`src/rtl/ip_mem.sv`:
```
// Input-peripheral region of the LSU: switch/button sync, button debounce,
// sticky press capture with write-1-to-clear, and word-decoded read-back.
module ip_mem #(
  parameter int SW_W            = 18,
  parameter int BTN_W           = 4,
  parameter int DEBOUNCE_CYCLES = 65536
) (
  input  logic             i_clk,
  input  logic             i_rst,
  input  logic             i_lsu_wren,
  input  logic [15:0]      i_ip_addr,
  input  logic [31:0]      i_ip_data,
  input  logic [SW_W-1:0]  i_io_sw,
  input  logic [BTN_W-1:0] i_io_btn,
  output logic [31:0]      o_ip_data
);

  localparam int CW = $clog2(DEBOUNCE_CYCLES);
  localparam logic [CW-1:0] CNT_MAX = CW'(DEBOUNCE_CYCLES - 1);

  localparam logic [13:0] A_SW   = 14'h1E00;
  localparam logic [13:0] A_BTN  = 14'h1E04;
  localparam logic [13:0] A_EDGE = 14'h1E05;

  logic [SW_W-1:0]  sw_s1_q, sw_s2_q;
  logic [BTN_W-1:0] btn_s1_q, btn_s2_q;
  logic [BTN_W-1:0] db_q, db_d;
  logic [BTN_W-1:0] edge_q, edge_d;
  logic [CW-1:0]    cnt_q [BTN_W];
  logic [CW-1:0]    cnt_d [BTN_W];

  logic             sel_sw, sel_btn, sel_edge;
  logic [BTN_W-1:0] press, clr;
  logic             unused_ok;

  assign sel_sw   = (i_ip_addr[15:2] == A_SW);
  assign sel_btn  = (i_ip_addr[15:2] == A_BTN);
  assign sel_edge = (i_ip_addr[15:2] == A_EDGE);

  assign unused_ok = ^{i_ip_addr[1:0], i_ip_data[31:BTN_W]};

  // buttons are active-low on the board; internally 1 = pressed
  assign press = ~btn_s2_q;

  always_comb begin
    db_d = db_q;
    for (int i = 0; i < BTN_W; i++) begin
      cnt_d[i] = '0;
      if (press[i] != db_q[i]) begin
        if (cnt_q[i] == CNT_MAX) db_d[i] = press[i];
        else cnt_d[i] = cnt_q[i] + CW'(1);
      end
    end
  end

  assign clr = (i_lsu_wren && sel_edge) ?
               i_ip_data[BTN_W-1:0] : '0;

  // a new press wins over a same-cycle clear
  assign edge_d = (edge_q & ~clr) | (db_d & ~db_q);

  always_ff @(posedge i_clk or negedge i_rst) begin
    if (!i_rst) begin
      sw_s1_q  <= '0;
      sw_s2_q  <= '0;
      btn_s1_q <= '1;
      btn_s2_q <= '1;
      db_q     <= '0;
      edge_q   <= '0;
      for (int i = 0; i < BTN_W; i++) cnt_q[i] <= '0;
    end else begin
      sw_s1_q  <= i_io_sw;
      sw_s2_q  <= sw_s1_q;
      btn_s1_q <= i_io_btn;
      btn_s2_q <= btn_s1_q;
      db_q     <= db_d;
      edge_q   <= edge_d;
      for (int i = 0; i < BTN_W; i++) cnt_q[i] <= cnt_d[i];
    end
  end

  always_comb begin
    o_ip_data = '0;
    unique case (1'b1)
      sel_sw:   o_ip_data = 32'(sw_s2_q);
      sel_btn:  o_ip_data = 32'(db_q);
      sel_edge: o_ip_data = 32'(edge_q);
      default:  ;
    endcase
  end

endmodule

```
`config.mk`:
```
export PLATFORM = sky130hd
export DESIGN_NAME = ip_mem
export DESIGN_NICKNAME = d
export VERILOG_FILES = /design/src/rtl/ip_mem.sv
export SDC_FILE = /design/constraint.sdc
export NUM_CORES = 1
export LEC_CHECK = 0
export BUFFER_PORTS_ARGS = -buffer_cell sky130_fd_sc_hd__buf_2
export CORE_UTILIZATION = 25
export CTS_CLUSTER_DIAMETER = 50
export DETAILED_ROUTE_END_ITERATION = 10
export SYNTH_ARGS = -nofsm -noshare
export SYNTH_HDL_FRONTEND = slang
export SYNTH_SLANG_ARGS = --single-unit
export TNS_END_PERCENT = 30
```
`constraint.sdc`:
```
create_clock -name i_clk -period 3.85 [get_ports i_clk]
set_input_delay 0.385 -clock i_clk [delete_from_list [all_inputs] [get_ports i_clk]]
set_output_delay 0.385 -clock i_clk [all_outputs]
set_load 0.01 [all_outputs]
```
* Yosys cells after proc, flatten, opt, wreduce, memory -nomap -nowiden
Cells that the tools add are included.
** Word-level totals
- Flip-flop bits (word level) :: 116
- Input bits :: 73
- Word-level logic and storage cells :: 50
** Operators by class
- Reduce and logical (&&, ||, !) cells :: 1
- Eq/ne operators :: 11
- Bitwise operators :: 6
- Multiplexer cells :: 18
- Add/sub/neg operators :: 4
** Operators by type and width (number)
- 16-bit two-way mux :: 8
- 16-bit by 1-bit adder with 16-bit output (second input constant) :: 4
- 16-bit equality test (second input constant) :: 4
- 18-bit case mux with 3 select lines :: 1
- 14-bit by 13-bit equality test with 1-bit output (second input constant) :: 3
- 4-bit NOT :: 3
- 4-bit bitwise AND :: 2
- 1-bit two-way mux :: 8
- 4-bit two-way mux :: 1
- 1-bit != test :: 4
- 4-bit OR :: 1
- 1-bit logical AND :: 1

* Logic depth before layout (Yosys ltp)
- Depth in word-level cells :: 6
- Depth in mapped cells :: 6
- Mapped depth without buffers :: 5

* Worst setup path after synthesis
Ideal clock, no wire load.
- Path type :: input -> output
- Start :: input port i_ip_addr[9]
- End :: output port o_ip_data[10]
- Slack :: 1967 ps
- Cell stages on the path :: 5
- Data arrival time :: 1498 ps
- Path through :: nor4b_1 > nand3_1 > nor3_2 > clkbuf_2 > and2_1
** On the way
- Cells in the longest elaborated chain, start to end :: 2
- Elaborated cells between the ends (all ways) :: 4
- Those cells by class :: 3 x eq/ne; 1 x mux
** Ends and longest elaborated chain
- start, declared :: RTL line 11 : input logic [15:0] i_ip_addr,
- 14-bit by 13-bit equality test with 1-bit output, on equally long branches :: RTL line 38, 36, 37
- 18-bit case mux with 3 select lines * :: RTL line 84 : unique case (1'b1)
- end, declared :: RTL line 15 : output logic [31:0] o_ip_data
Mark *: on every way between the ends. The rest lies on a longest branch, timed or not.

* Final worst setup path
- Start :: input port i_ip_addr[9]
- End :: output port o_ip_data[4]
Same word-level chain as after synthesis.

==> metrics.txt <==
remaining antenna violation count after routing 0; root buffer cell sky130_fd_sc_hd__clkbuf_16; clock transition at the register clock pins on the worst setup and hold paths after CTS 50 ps; overall via count from detail_route 3,218; final setup TNS 0 ps; input/output buffers 60; Layout area overhead 22.7%; Leakage 0.00259 uW; number of cells upsized or downsized after cts 0; synthesis-stage register bit count 116; setup repair after global routing missed its margin false; average wire length per cell after detail routing 10.7 microns; slew margin rel. 0.304; largest incremental delay on the critical path 700 ps; most common cell after layout, fill and taps aside sky130_fd_sc_hd__dfrtp_1; number of global-route vias before repair 3,207; Max Slew Vio Count 0; number of ports placed on the die boundary 105; Detailed Route Iter0 Violations 113; Clock Path Buffers 2; run status finished, final reports clean; max cap viols 0; Yosys cell types 38; netlist area before placement 4960 sq um; sum of net half-perimeters after detailed placement 5.59 mm; sequential element share of the synthesized area 0.588; Chip Height 143 microns; PwrDens 479 nW/um^2; number of nets in the layout 592; number of setup buffers added after CTS 0; number of flops mapped to enable cells by yosys 0; top library cells by usage in the layout, fill and taps aside sky130_fd_sc_hd__dfrtp_1 (108), sky130_fd_sc_hd__nor2_1 (86), sky130_fd_sc_hd__buf_2 (59); average footprint of a synthesized cell 11.2 sq um; minimum period implied by the final worst setup slack 2660 ps; CTS HTree Levels 4; GRT Overall Usage 0.0959; initial antenna violation count 0; Inserted Clock Buffers 17; maximum number of pins on one net before global-route repair 86; first-pass GRT wire length 15.2 mm; TritonCTS clock tree built; share of post-route cells with drive strength above 1 0.227; total core area 19,500 sq um; required time at the worst-slack endpoint 3460 ps; element type at the critical path end output pin; number of buffers inserted for hold repair after clock tree synthesis 0; RePlAce Congestion 0.753; worst setup skew after layout 5.07 ps; biggest fanout along the worst timing path 14; worst-path cell with the longest stage delay sky130_fd_sc_hd__nor3_2; number of standard-cell rows in the floorplan 51; YS warnings 0; post-detailed-route DRC marker count 0; total buffers and inverters traversed by the critical path 2; CP Data Arrival Time 2280 ps; number of setup violations in the final report 0; global-route congestion overflow total 0; Peak Freq 376 MHz; # diodes 0; cell occurring most often along the worst timing path sky130_fd_sc_hd__buf_2; category of the worst setup path launch point input port; clock latency reported for the late side of the worst-skew pair 410 ps; cell class contributing the biggest share of worst-path delay simple AND/OR/NAND/NOR gates; Vias per Instance 4.06; post-synthesis async set-or-reset flop share 1.00; die area 20,400 sq um; routed wire length 8.47 mm; number of instances in the synthesized netlist 443; type of the tightest min-delay check input port to register; worst slew pin tran 1040 ps; number of clock sinks 116; Critical Path, Cell by Cell buf_2 > nor4b_1 > nand3_1 > nor3_2 > and2_1 > buf_2; number of iterations in the first detailed-routing pass 4; initial core utilization 0.255; final critical-path share of the clock period 0.691; core occupancy in the finished layout 0.313; number of hold violations in the final report 0; worst ir drop on vdd 0.300 mV; crit path kind input port to output pin; most used flip-flop cell after synthesis sky130_fd_sc_hd__dfrtp_1; Die Span X 143 microns
-- cell usage after synthesis, types with 3 or more instances --
| cell | number | area [sq um] |
|---|---|---|
| sky130_fd_sc_hd__o21ai_0 | 8 | 40.0 |
| sky130_fd_sc_hd__nor3_1 | 14 | 70.1 |
| sky130_fd_sc_hd__nor2_1 | 86 | 323 |
| sky130_fd_sc_hd__nor4_1 | 11 | 68.8 |
| sky130_fd_sc_hd__or4_4 | 4 | 45.0 |
| sky130_fd_sc_hd__nand3_2 | 3 | 30.0 |
| sky130_fd_sc_hd__buf_4 | 14 | 105 |
| sky130_fd_sc_hd__xor2_1 | 10 | 87.6 |
| sky130_fd_sc_hd__ha_1 | 4 | 50.1 |
| sky130_fd_sc_hd__nand4_1 | 15 | 93.8 |
| sky130_fd_sc_hd__clkbuf_1 | 3 | 11.3 |
| sky130_fd_sc_hd__dfrtp_1 | 108 | 2700 |
| sky130_fd_sc_hd__and3_1 | 4 | 25.0 |
| sky130_fd_sc_hd__nand2_1 | 17 | 63.8 |
| sky130_fd_sc_hd__buf_6 | 4 | 45.0 |
| sky130_fd_sc_hd__nand3_1 | 25 | 125 |
| sky130_fd_sc_hd__o31ai_1 | 4 | 30.0 |
| sky130_fd_sc_hd__nand2_4 | 4 | 45.0 |
| sky130_fd_sc_hd__inv_1 | 9 | 33.8 |
| sky130_fd_sc_hd__nand4_4 | 3 | 63.8 |
| sky130_fd_sc_hd__xnor2_1 | 49 | 429 |
| sky130_fd_sc_hd__and2_1 | 14 | 87.6 |
| sky130_fd_sc_hd__dfstp_2 | 8 | 210 |
| sky130_fd_sc_hd__a21oi_1 | 4 | 20.0 |
| sky130_fd_sc_hd__mux2i_1 | 4 | 40.0 |
-- routing by layer --
| layer | GRT usage | up-vias | share of wire |
|---|---|---|---|
| met2 | 0.152 | 74 | 0.47 |
| met5 | 0 | - | 0 |
| li1 | - | 1617 | - |
| met4 | 0.0509 | 0 | 0.023 |
| met1 | 0.118 | 1507 | 0.47 |
| met3 | 0.0285 | 20 | 0.040 |
-- layout make-up --
class,instances,area [sq um]
Inverter,9,33.8
Sequential cell,116,2910
Multi-Input combinational cell,309,1890
Clock buffer,18,439
Timing Repair Buffer,62,318
Tap cell,265,332
Fill cell,1997,13400
Clock inverter,14,154
-- kinds of logic (layout without fill, tap and decap cells) --
family          count (synthesis)  in the layout  synth area share
compound gates                 18             18            0.0210
xor+xnor                       59             59             0.104
fa+ha+maj                       4              4            0.0101
buf+inv                        31            103            0.0404
flops                         116            116             0.588
mux                             4              4           0.00808
other cells                     1             14          0.000756
simple gates                  210            210             0.228
-- final timing paths --
path | depth (start not counted) | startpoint | slack (ps) | end
worst max-delay path | 6 | i_ip_addr[9] | 1190 | o_ip_data[4]
worst min-delay path | 1 | i_io_btn[1] | 70 | btn_s1_q[1]
worst max register to register | 5 | cnt_q[16] | 2020 | cnt_q[30]
worst min register to register | 0 | sw_s1_q[16] | 350 | sw_s2_q[16]
max in group asynchronous | 2 | i_rst | 2720 | btn_s1_q[3]
min in group asynchronous | 1 | i_rst | 140 | cnt_q[46]
-- flip-flops by register name, summed over array words and instances (netlist names) --
signal,flops
btn_s1_q,4
btn_s2_q,4
cnt_q,64
db_q,4
edge_q,4
sw_s1_q,18
sw_s2_q,18
-- report_power, final --
group          switching (uW)  internal [uW]
logic                    58.1           32.7
registers                16.4           1260
clock network             578            973
-- stage by stage --
step	area, sq um	hold slack, ps	power [uW]	cells	worst slack (ps)
finish	6080	66.6	2920	793	1190
global route	6080	51.6	3030	793	918
CTS	6080	45.3	2960	793	1120
detailed placement	5490	335	1390	761	1120
global placement	5490	332	1390	761	1110
floorplan	5010	89.4	1350	456	1970
(Power assumes the default switching activity.)
